===== src/rtl/hex_mux_disp_sync_pkg.sv =====
// Shared definitions for the multiplexed seven-segment display blocks.
// Holds the segment pattern table, segment bit positions and the pin polarity helper.
package hex_mux_disp_sync_pkg;

    localparam int SEG_G  = 0;
    localparam int SEG_F  = 1;
    localparam int SEG_E  = 2;
    localparam int SEG_D  = 3;
    localparam int SEG_C  = 4;
    localparam int SEG_B  = 5;
    localparam int SEG_A  = 6;
    localparam int SEG_DP = 7;

    // Active-low {a,b,c,d,e,f,g} patterns, indexed by the hex value of the digit.
    localparam logic [6:0] SEG_PATTERNS [16] = '{
        7'b0000001,  // 0
        7'b1001111,  // 1
        7'b0010010,  // 2
        7'b0000110,  // 3
        7'b1001100,  // 4
        7'b0100100,  // 5
        7'b0100000,  // 6
        7'b0001111,  // 7
        7'b0000000,  // 8
        7'b0000100,  // 9
        7'b0001000,  // A
        7'b1100000,  // b
        7'b0110001,  // C
        7'b1000010,  // d
        7'b0110000,  // E
        7'b0111000   // F
    };

    function automatic logic apply_polarity(input logic lowLevel, input bit activeLow);
        return activeLow ? lowLevel : ~lowLevel;
    endfunction

endpackage


===== src/rtl/hex_sseg_rom_sync.sv =====
// Synchronous hex-to-segment ROM: the address is registered, the pattern is looked up
// combinationally from the registered address, so the output lags the address by one edge.
module hex_sseg_rom_sync
    import hex_mux_disp_sync_pkg::*;
(
    input  logic       clk,
    input  logic       reset,
    input  logic [3:0] addr_i,
    output logic [6:0] seg_o
);

    logic [3:0] addr_q;

    always_ff @(posedge clk or posedge reset) begin
        if (reset) begin
            addr_q <= 4'h0;
        end else begin
            addr_q <= addr_i;
        end
    end

    assign seg_o = SEG_PATTERNS[addr_q];

endmodule


===== src/rtl/hex_mux_disp_sync.sv =====
// N-digit multiplexed seven-segment driver with a load-gated shadow copy of the display data,
// a per-slot guard interval against ghosting, and registered anode/segment outputs.
module hex_mux_disp_sync
    import hex_mux_disp_sync_pkg::*;
#(
    parameter int N_DIGITS   = 4,
    parameter int PRESCALE   = 50000,
    parameter int GUARD      = 1,
    parameter bit ACTIVE_LOW = 1'b1
) (
    input  logic                  clk,
    input  logic                  reset,
    input  logic                  load,
    input  logic [4*N_DIGITS-1:0] hex_in,
    input  logic [N_DIGITS-1:0]   dp_in,
    input  logic [N_DIGITS-1:0]   blank_in,
    output logic [N_DIGITS-1:0]   an,
    output logic [7:0]            sseg
);

    localparam int IDX_W = (N_DIGITS > 1) ? $clog2(N_DIGITS) : 1;
    localparam int CNT_W = (PRESCALE > 1) ? $clog2(PRESCALE) : 1;

    localparam logic [CNT_W-1:0]    CNT_LAST  = CNT_W'(PRESCALE - 1);
    localparam logic [IDX_W-1:0]    IDX_LAST  = IDX_W'(N_DIGITS - 1);
    localparam logic [N_DIGITS-1:0] AN_IDLE   = ACTIVE_LOW ? {N_DIGITS{1'b1}} : {N_DIGITS{1'b0}};
    localparam logic [7:0]          SSEG_IDLE = ACTIVE_LOW ? 8'hFF : 8'h00;

    logic [N_DIGITS-1:0][3:0] hex_q;
    logic [N_DIGITS-1:0]      dp_q;
    logic [N_DIGITS-1:0]      blank_q;

    logic [CNT_W-1:0] cnt_q, cnt_d;
    logic [IDX_W-1:0] idx_q, idx_d;

    logic [IDX_W-1:0] sel_q;
    logic             dpSel_q;
    logic             off_q;
    logic             off_d;
    logic [3:0]       addr_d;
    logic [6:0]       romSeg;

    logic [N_DIGITS-1:0] an_q, an_d;
    logic [7:0]          sseg_q, sseg_d;

    // Shadow copy only moves on load, so a scan never mixes old and new digits.
    always_ff @(posedge clk or posedge reset) begin
        if (reset) begin
            hex_q   <= '0;
            dp_q    <= '0;
            blank_q <= '0;
        end else if (load) begin
            hex_q   <= hex_in;
            dp_q    <= dp_in;
            blank_q <= blank_in;
        end
    end

    always_comb begin
        cnt_d = cnt_q + CNT_W'(1);
        idx_d = idx_q;
        if (cnt_q == CNT_LAST) begin
            cnt_d = '0;
            idx_d = (idx_q == IDX_LAST) ? '0 : idx_q + IDX_W'(1);
        end
    end

    always_ff @(posedge clk or posedge reset) begin
        if (reset) begin
            cnt_q <= '0;
            idx_q <= '0;
        end else begin
            cnt_q <= cnt_d;
            idx_q <= idx_d;
        end
    end

    // Stage 1: the digit select, dp and darkness flag travel alongside the ROM address register.
    assign addr_d = hex_q[idx_q];
    assign off_d  = blank_q[idx_q] | (int'(cnt_q) < GUARD);

    always_ff @(posedge clk or posedge reset) begin
        if (reset) begin
            sel_q   <= '0;
            dpSel_q <= 1'b0;
            off_q   <= 1'b1;
        end else begin
            sel_q   <= idx_q;
            dpSel_q <= dp_q[idx_q];
            off_q   <= off_d;
        end
    end

    hex_sseg_rom_sync u_rom (
        .clk    (clk),
        .reset  (reset),
        .addr_i (addr_d),
        .seg_o  (romSeg)
    );

    // Stage 2 is built active-low first, then mapped to the pin polarity bit by bit.
    always_comb begin
        logic [N_DIGITS-1:0] anLow;
        logic [7:0]          ssegLow;
        anLow   = {N_DIGITS{1'b1}};
        ssegLow = 8'hFF;
        if (!off_q) begin
            anLow                = ~(N_DIGITS'(1) << sel_q);
            ssegLow[SEG_DP]      = ~dpSel_q;
            ssegLow[SEG_A:SEG_G] = romSeg;
        end
        an_d   = '0;
        sseg_d = '0;
        for (int i = 0; i < N_DIGITS; i++) begin
            an_d[i] = apply_polarity(anLow[i], ACTIVE_LOW);
        end
        for (int i = 0; i < 8; i++) begin
            sseg_d[i] = apply_polarity(ssegLow[i], ACTIVE_LOW);
        end
    end

    always_ff @(posedge clk or posedge reset) begin
        if (reset) begin
            an_q   <= AN_IDLE;
            sseg_q <= SSEG_IDLE;
        end else begin
            an_q   <= an_d;
            sseg_q <= sseg_d;
        end
    end

    assign an   = an_q;
    assign sseg = sseg_q;

endmodule


===== config.mk =====
export PLATFORM = sky130hd
export DESIGN_NAME = hex_mux_disp_sync
export DESIGN_NICKNAME = d
export VERILOG_FILES = /design/src/rtl/hex_mux_disp_sync_pkg.sv /design/src/rtl/hex_sseg_rom_sync.sv /design/src/rtl/hex_mux_disp_sync.sv
export SDC_FILE = /design/constraint.sdc
export NUM_CORES = 1
export LEC_CHECK = 0
export ABC_AREA = 1
export BUFFER_PORTS_ARGS = -buffer_cell sky130_fd_sc_hd__buf_2
export CORE_MARGIN = 1
export CORE_UTILIZATION = 52
export DETAILED_ROUTE_END_ITERATION = 7
export PLACE_DENSITY_LB_ADDON = 0.2
export RECOVER_POWER = 100
export SYNTH_ARGS = -nofsm -noshare
export SYNTH_HDL_FRONTEND = slang
export SYNTH_SLANG_ARGS = --single-unit

===== constraint.sdc =====
create_clock -name clk -period 1.5 [get_ports clk]
set_input_delay 0.075 -clock clk [delete_from_list [all_inputs] [get_ports clk]]
set_output_delay 0.075 -clock clk [all_outputs]
set_load 0.005 [all_outputs]

==> results of run 1 <==
[kinds of logic (layout without fill, tap and decap cells)]
| group | count (synthesis) | after routing | synth area share |
|---|---|---|---|
| simple gates | 132 | 132 | 0.199 |
| flops | 62 | 62 | 0.531 |
| buf+inv | 54 | 132 | 0.0699 |
| compound gates | 46 | 46 | 0.0826 |
| mux | 17 | 17 | 0.0648 |
| fa+ha+maj | 9 | 9 | 0.0381 |
| xor+xnor | 5 | 5 | 0.0148 |
[where the power goes]
part           switching (µW)  internal [µW]  total (µW)
logic                     180            194         374
clock network             647            984        1630
registers                58.2           1810        1870
[final cells by class]
type / instances / area (µm²)
clock inverters: 5 / 81.3
repair buffers: 71 / 498
well taps: 72 / 90.1
multi-input cells: 209 / 1160
flip-flops and latches: 62 / 1570
fillers: 456 / 1760
clock buffers: 11 / 141
inverters: 45 / 170
[path summary, 6_finish.rpt]
kind | from | endpoint | depth (start not counted)
worst max-delay path | idx_q[0]$_DFFE_PP0N_ | idx_q[0]$_DFFE_PP0N_ | 5
worst min-delay path | load | hex_q[4]$_DFFE_PP0P_ | 3
worst max register to register | idx_q[0]$_DFFE_PP0N_ | idx_q[0]$_DFFE_PP0N_ | 5
worst min register to register | dpSel_q$_DFF_PP0_ | sseg[7]$_DFF_PP1_ | 1
max in group asynchronous | reset | sseg[4]$_DFF_PP1_ | 4
min in group asynchronous | reset | dp_q[0]$_DFFE_PP0P_ | 3
[per-stage QoR]
stage | cells | area (µm²) | hold WS [ns] | util
final | 475 | 3710 | 0.229 | 0.678
after global routing | 475 | 3710 | 0.265 | 0.678
after CTS | 474 | 3740 | 0.220 | 0.683
after detailed placement | 433 | 3260 | 0.133 | 0.596
after global placement | 433 | 3260 | 0.132 | 0.596
after floorplan | 325 | 2960 | 0.189 | -
[routing by layer]
| metal | up-vias | routed length (µm) |
|---|---|---|
| met2 | 63 | 2810 |
| met1 | 1090 | 2610 |
| li1 | 1187 | - |
| met3 | 13 | 260 |
| met5 | - | 0 |
| met4 | 0 | 126 |
[synth_stat cells]
cell type | instances | area, µm²
o311ai_0 | 1 | 8.76
nand3_1 | 20 | 100
ha_1 | 9 | 113
nand4_1 | 6 | 37.5
a21oi_1 | 21 | 105
o211ai_1 | 2 | 15.0
nor2_8 | 1 | 20.0
nand2_1 | 59 | 221
dfrtp_1 | 49 | 1230
o21bai_1 | 2 | 15.0
buf_2 | 3 | 15.0
xor2_1 | 5 | 43.8
o21ai_0 | 19 | 95.1
inv_1 | 42 | 158
mux2_2 | 17 | 191
nor2_4 | 1 | 11.3
o21ai_1 | 1 | 5.00
nand3_2 | 2 | 20.0
nor2_2 | 2 | 12.5
inv_2 | 3 | 11.3
nor2_1 | 39 | 146
nand2_4 | 1 | 11.3
dfstp_2 | 13 | 342
clkbuf_1 | 6 | 22.5
nand2_2 | 1 | 6.26
[sequential cells by signal (all words and copies together) (netlist names)]
signal and count:
hex_q 16, sel_q 2, an 4, blank_q 4, u_rom.addr_q 4, cnt_q 16
dpSel_q 1, dp_q 4, sseg 8, idx_q 2, off_q 1
[critical path: stages (launching register included)]
cell and delay, ns:
dfrtp_1 0.34, clkbuf_1 0.46, ha_1 0.24, nor2_1 0.05, nor2_1 0.12, nor2_1 0.05
[layout by cell type (no fill, tap or decap), types with 2 or more instances in the layout]
master / instances
bufinv_16: 2
clkbuf_8: 10
a21oi_1: 21
o21bai_1: 2
nand4_1: 6
xor2_1: 5
o211ai_1: 2
clkbuf_1: 5
buf_2: 35
buf_4: 3
dlygate4sd3_1: 25
mux2_2: 17
ha_1: 8
inv_1: 41
dfstp_2: 13
nand2_1: 59
clkbuf_2: 3
dfrtp_1: 49
o21ai_0: 19
nand3_2: 2
inv_2: 3
nand3_1: 20
nor2_1: 41
[repair_timing]
action / 4_1_cts / 5_1_grt
endpoints found under the setup margin: 0 / 7
hold endpoints to repair: 39 / 0
resized for setup: 0 / 1
buffers inserted: 0 / 1
hold buffers: 25 / 0
==> metrics, run 1 <==
Worst EP required=1.72 ns; die height=77.4 µm; first-pass GRT wire length=9960 µm; sequential fraction of the synthesis area=0.531; f_max=733 MHz; DRC=0; Setup CP Type=reg -> reg; total power=3880 µW; initial antenna violation count=0; final WL=5810 µm; RSZ-0062 raised after global routing=false; CTS tree=built; Hold Path Class=in -> reg; pre-CTS setup slack=0.149 ns; Synth Cell Area=2950 µm²; final net count=434; Pins Over Slew Limit=0; Clock Skews=0.0114 ns; IO Pins=39; synthesis-to-layout area growth=25.7%; outcome=finished, final reports clean; First-pass DRT Iterations=4; Ant. Diodes=0; clk buf depth=2; # rows=27; vias in the first global route=2256; Final ANT Viol Nets=0; initial core utilization=0.540; share of layout cells above drive strength 1=0.243; most used routing layer=met2; grt met3 use=0.0376; Post-Syn Nets=361; Tmin final=1.36 ns; CTS root buffer=clkbuf_8; Initial DRC Count=116; Max-Slew Margin vs Limit=0.328; period utilisation layout=0.910; Total GRT Usage=0.215; met1 Use GR=0.273; worst-skew pair later-pin latency=0.33 ns; CP endpoint kind=flop; RePlAce Congestion=0.914; number of max-cap violations=0; Die ar.=5980 µm²; clock-pin slew on the worst setup and hold paths=0.07 ns; post-synthesis register bit count=62; Remaining Overflow, GRT=0; drt wl/cell=12.2 µm; Synth warnings=0; Final Hold Viols=0; dpl hpwl=3860 µm; FF-to-FF setup slack=0.14 ns; H-tree lvl count=3; final setup TNS=0 ns; Avg Inst Size Synth=9.09 µm²; PortBufs=38; CP Launch Type=flop; clock sink count=62; Post-Syn Instances=325; CP Max Fanout=13; Max IR drop VDD=0.880 mV; final setup margin=0.135 ns; total vias in the final route=2353; core area=5470 µm²; worst-margin pin slew=1.00 ns; PwrDens=1040 nW/µm²; Setup Viol. Count Final=0; Die W=77.4 µm; synth unique cells=25; cts bufs inserted=9; met2 Track Usage GR=0.356; Worst EP arrival=1.58 ns; largest net degree at the start of global routing=29; vias per inst=4.95; leakage power=0.00181 µW
(Power assumes the default switching activity.)
==> run 2, diff against run 1 <==
- CORE_UTILIZATION: 52 -> 45
==> metrics, run 2 (synthesized netlist as in run 1, its figures left out) <==
outcome=finished, final reports clean; Initial DRC Count=141; DRT met1 WL=2800 µm; number of instances in the placed design=437; clock sink count=62; IO Pins=39; clock-pin slew on the worst setup and hold paths=0.07 ns; Max-Slew Margin vs Limit=0.127; leakage power=0.00184 µW; period utilisation layout=0.904; RSZ-0062 raised after global routing=false; logic gate share of total power=0.095; share of layout cells above drive strength 1=0.229; vias in the first global route=2278; largest net degree at the start of global routing=29; Ant. Diodes=0; Final ANT Viol Nets=0; dpl hpwl=3970 µm; PortBufs=38; Critical Path Max Stage Delay=0.38 ns; core area=6350 µm²; Remaining Overflow, GRT=0; Die ar.=6890 µm²; net switching power=898 µW; CP Launch Type=flop; Hold Path Class=reg -> reg; Clock Skews=0.00548 ns; Final Hold Viols=0; Sw Share=0.229; Worst Path Buf+Inv=1; Setup Viol. Count Final=0; # rows=29; cts bufs inserted=9; H-tree lvl count=3; final setup TNS=0 ns; family with the most delay on the worst path=simple AND/OR/NAND/NOR gates; worst-skew pair later-pin latency=0.34 ns; CP endpoint kind=flop; worst-margin pin slew=1.31 ns; Met2 Wirelength=2760 µm; Seq pwr share=0.477; clock share of power=0.429; CTS root buffer=clkbuf_8; number of max-cap violations=0; DRC=0; fin cells=479; First-pass DRT Iterations=4; die height=83.0 µm; Pins Over Slew Limit=0; Total GRT Usage=0.195; PwrDens=1050 nW/µm²; CTS tree=built; Worst EP arrival=1.64 ns; CP Max Fanout=6; Worst EP required=1.78 ns; initial antenna violation count=0; most frequent cells in the layout=60 x nand2_1, 49 x dfrtp_1, 42 x inv_1, 41 x nor2_1, 34 x buf_2; drt wl/cell=12.3 µm; f_max=738 MHz; vias per inst=4.84; final WL=5870 µm; Max IR drop VDD=0.716 mV; final net count=433; Tmin final=1.36 ns; Routed met3 length=229 µm; Int Pwr=3030 µW; initial core utilization=0.465; total vias in the final route=2319; first-pass GRT wire length=10600 µm; synthesis-to-layout area growth=26.3%; commonest non-fill, non-tap cell in the layout=nand2_1; Setup CP Type=reg -> reg; top sig layer=met4; Die W=83.0 µm; clk buf depth=2; Crit-path slowest cell=dfrtp_1; RePlAce Congestion=0.842; worst path cell trace=ha_2 > nand2_1 > inv_1 > nand4_1 > nor2_1 > nand2_1 > nand2_1; CP dominant cell by count=nand2_1
run 2: power by group through the flow:
stage	logic, µW	clock network, µW	registers [µW]
floorplan	213	0	1880
global placement	317	0	1900
detailed placement	327	0	1900
CTS	379	1720	1870
global route	421	1790	1890
finish	372	1680	1870
run 2: per-layer routing:
metal  track usage  vias to the layer above
met3        0.0507                        6
met4        0.0846                        0
met1         0.260                     1083
met5             0                        -
met2         0.301                       50
li1              -                     1180
run 2: timing repair:
item,CTS,global route
resized for setup,0,1
endpoints found under the setup margin,0,2
hold buffers,25,0
hold endpoints to repair,35,0
buffers inserted,0,1
run 2: layout make-up:
| type | count | area [µm²] |
|---|---|---|
| clock buffers | 11 | 151 |
| clock inverters | 5 | 81.3 |
| fillers | 561 | 2620 |
| inverters | 45 | 170 |
| multi-input cells | 209 | 1170 |
| flip-flops and latches | 62 | 1570 |
| well taps | 77 | 96.3 |
| repair buffers | 70 | 493 |
run 2: path summary, 6_finish.rpt:
path                                     from  slack (ns)              endpoint  cells after the start
setup / recovery           cnt_q[0]$_DFF_PP0_        0.14  idx_q[1]$_DFFE_PP0N_                      7
hold / removal              dpSel_q$_DFF_PP0_        0.37     sseg[7]$_DFF_PP1_                      1
setup reg to reg           cnt_q[0]$_DFF_PP0_        0.14  idx_q[1]$_DFFE_PP0N_                      7
hold reg to reg             dpSel_q$_DFF_PP0_        0.37     sseg[7]$_DFF_PP1_                      1
max in group asynchronous               reset        0.27    cnt_q[5]$_DFF_PP0_                      4
min in group asynchronous               reset        0.47    sel_q[1]$_DFF_PP0_                      3
run 2: worst reg2reg max path: stages, from the launching register on:
cell and delay, ns:
dfrtp_1 0.38, ha_2 0.21, nand2_1 0.06, inv_1 0.09, nand4_1 0.09, nor2_1 0.32
nand2_1 0.09, nand2_1 0.07
run 2: per-stage QoR:
| step | utilization | hold slack, ns | area (µm²) | worst slack [ns] | total power [µW] |
|---|---|---|---|---|---|
| after floorplan | - | 0.189 | 2960 | 0.263 | 2100 |
| after global placement | 0.514 | 0.157 | 3260 | 0.190 | 2210 |
| after detailed placement | 0.514 | 0.164 | 3260 | 0.141 | 2230 |
| after CTS | 0.590 | 0.227 | 3750 | 0.138 | 3960 |
| after global routing | 0.587 | 0.398 | 3730 | 0.0141 | 4100 |
| final | 0.587 | 0.367 | 3730 | 0.144 | 3930 |
==> run 3, diff against run 2 <==
- CELL_PAD_IN_SITES_DETAIL_PLACEMENT: default -> 1
- CELL_PAD_IN_SITES_GLOBAL_PLACEMENT: default -> 1
- CORE_UTILIZATION: 45 -> 39
==> metrics, run 3 (synthesized netlist as in run 1, its figures left out) <==
outcome=finished, final reports clean; CP Launch Type=flop; Initial DRC Count=124; clk buf depth=2; CTS tree=built; vias per inst=4.74; # rows=31; Clock Skews=0.00838 ns; most used routing layer=met2; Hold Path Class=in -> reg; Die ar.=7920 µm²; worst-skew pair later-pin latency=0.34 ns; final WL=6830 µm; Max-Slew Margin vs Limit=0.631; Die W=89.0 µm; CTS root buffer=clkbuf_8; clock-pin slew on the worst setup and hold paths=0.07 ns; area of the multi-input gates=1180 µm²; CP dominant cell by count=nand2_1; Ant. Diodes=0; hold path cells=3; PortBufs=38; vias in the first global route=2430; pre-CTS setup slack=0.106 ns; total vias in the final route=2376; Setup CP Type=reg -> reg; First-pass DRT Iterations=4; worst r2r src=cnt_q[3]$_DFF_PP0_; Setup Viol. Count Final=0; dpl hpwl=4610 µm; worst path cell trace=nand2_1 > nor2_4 > nand2_1 > inv_1 > nand3_1 > nand2_1 > inv_1; Crit-path slowest cell=dfrtp_1; Worst EP required=1.73 ns; worst-margin pin slew=0.553 ns; Tmin final=1.35 ns; f_max=742 MHz; CP endpoint kind=flop; worst hold start=load; Max IR drop VDD=0.515 mV; synthesis-to-layout area growth=27.5%; FF-to-FF setup slack=0.15 ns; Min-Delay Endpoint=hex_q[5]$_DFFE_PP0P_; fill cell total of the finished layout=893; Worst R2R End=cnt_q[13]$_DFF_PP0_; DRC=0; cts bufs inserted=9; first-pass GRT wire length=11500 µm; period utilisation layout=0.899; commonest non-fill, non-tap cell in the layout=nand2_1; Pins Over Slew Limit=0; number of max-cap violations=0; most frequent cells in the layout=60 x nand2_1, 49 x dfrtp_1, 41 x inv_1, 38 x nor2_1, 37 x buf_2; leakage power=0.00184 µW; die height=89.0 µm; final setup TNS=0 ns; initial antenna violation count=0; Remaining Overflow, GRT=0; grt met3 use=0.0443; drt wl/cell=13.6 µm; clock sink count=62; IO Pins=39; Final ANT Viol Nets=0; RSZ-0062 raised after global routing=false; CP Max Fanout=5; H-tree lvl count=3; Storage cell area=1570 µm²; largest net degree at the start of global routing=29; final setup margin=0.152 ns; share of layout cells above drive strength 1=0.246; Critical Path Max Stage Delay=0.43 ns; met2 Track Usage GR=0.324; initial core utilization=0.405; PwrDens=1070 nW/µm²; Worst EP arrival=1.58 ns; final net count=433; RePlAce Congestion=0.815; R2R cell count=7; Total GRT Usage=0.197; met1 Use GR=0.249; core area=7290 µm²; Final Hold Viols=0
[run 3: cell types whose count changed in the layout (fill, tap and decap cells not counted), moves of 2 or more]
cell,before,now
buf_2,34,37
clkbuf_1,6,4
nor2_1,41,38
nor2_2,0,3
[run 3: worst max-delay path by stage]
stage                  startpoint                   end  slack, ns
2_1_floorplan  cnt_q[0]$_DFF_PP0_  idx_q[0]$_DFFE_PP0N_       0.26
3_3_place_gp   cnt_q[0]$_DFF_PP0_    cnt_q[8]$_DFF_PP0_       0.17
3_5_place_dp   cnt_q[0]$_DFF_PP0_    cnt_q[8]$_DFF_PP0_       0.11
4_1_cts        cnt_q[0]$_DFF_PP0_    cnt_q[8]$_DFF_PP0_       0.09
5_1_grt        cnt_q[0]$_DFF_PP0_  idx_q[0]$_DFFE_PP0N_      0.004
6_report       cnt_q[3]$_DFF_PP0_   cnt_q[13]$_DFF_PP0_       0.15
[run 3: stage by stage]
stage	util	area (µm²)	hold slack, ns	power [µW]	cells
final	0.516	3770	0.232	4020	501
after global routing	0.516	3770	0.284	4240	501
after CTS	0.519	3780	0.227	4080	500
after detailed placement	0.451	3290	0.161	2240	459
after global placement	0.451	3290	0.159	2220	459
after floorplan	-	2960	0.189	2100	325
[run 3: critical path: cells and delay by family, from the launching register on]
kind          cells  cell delay (ns)
simple gates      5             0.67
flops             1             0.43
buf+inv           2             0.14
[run 3: power breakdown]
group | internal [µW] | switching, µW | total, µW
Sequential | 1810 | 62.3 | 1870
Combinational | 189 | 189 | 379
Clock | 1150 | 623 | 1770
[run 3: per-layer routing]
metal | vias up | part of all wire
met3 | 10 | 0.027
li1 | 1182 | -
met5 | - | 0
met4 | 0 | 0.017
met2 | 44 | 0.50
met1 | 1140 | 0.46
[run 3: layout make-up]
cell class / count / share of cell area
clock inverter: 4 / 0.0252
tap: 99 / 0.0329
multi-input combinational: 209 / 0.312
clock buffer: 12 / 0.0385
inverter: 45 / 0.0458
timing repair buffer: 70 / 0.129
sequential: 62 / 0.416
[run 3: repair_timing]
item	in CTS	in global routing
buffers inserted	0	1
endpoints found under the setup margin	0	7
hold buffers	25	0
resized for setup	0	4
hold endpoints to repair	43	0
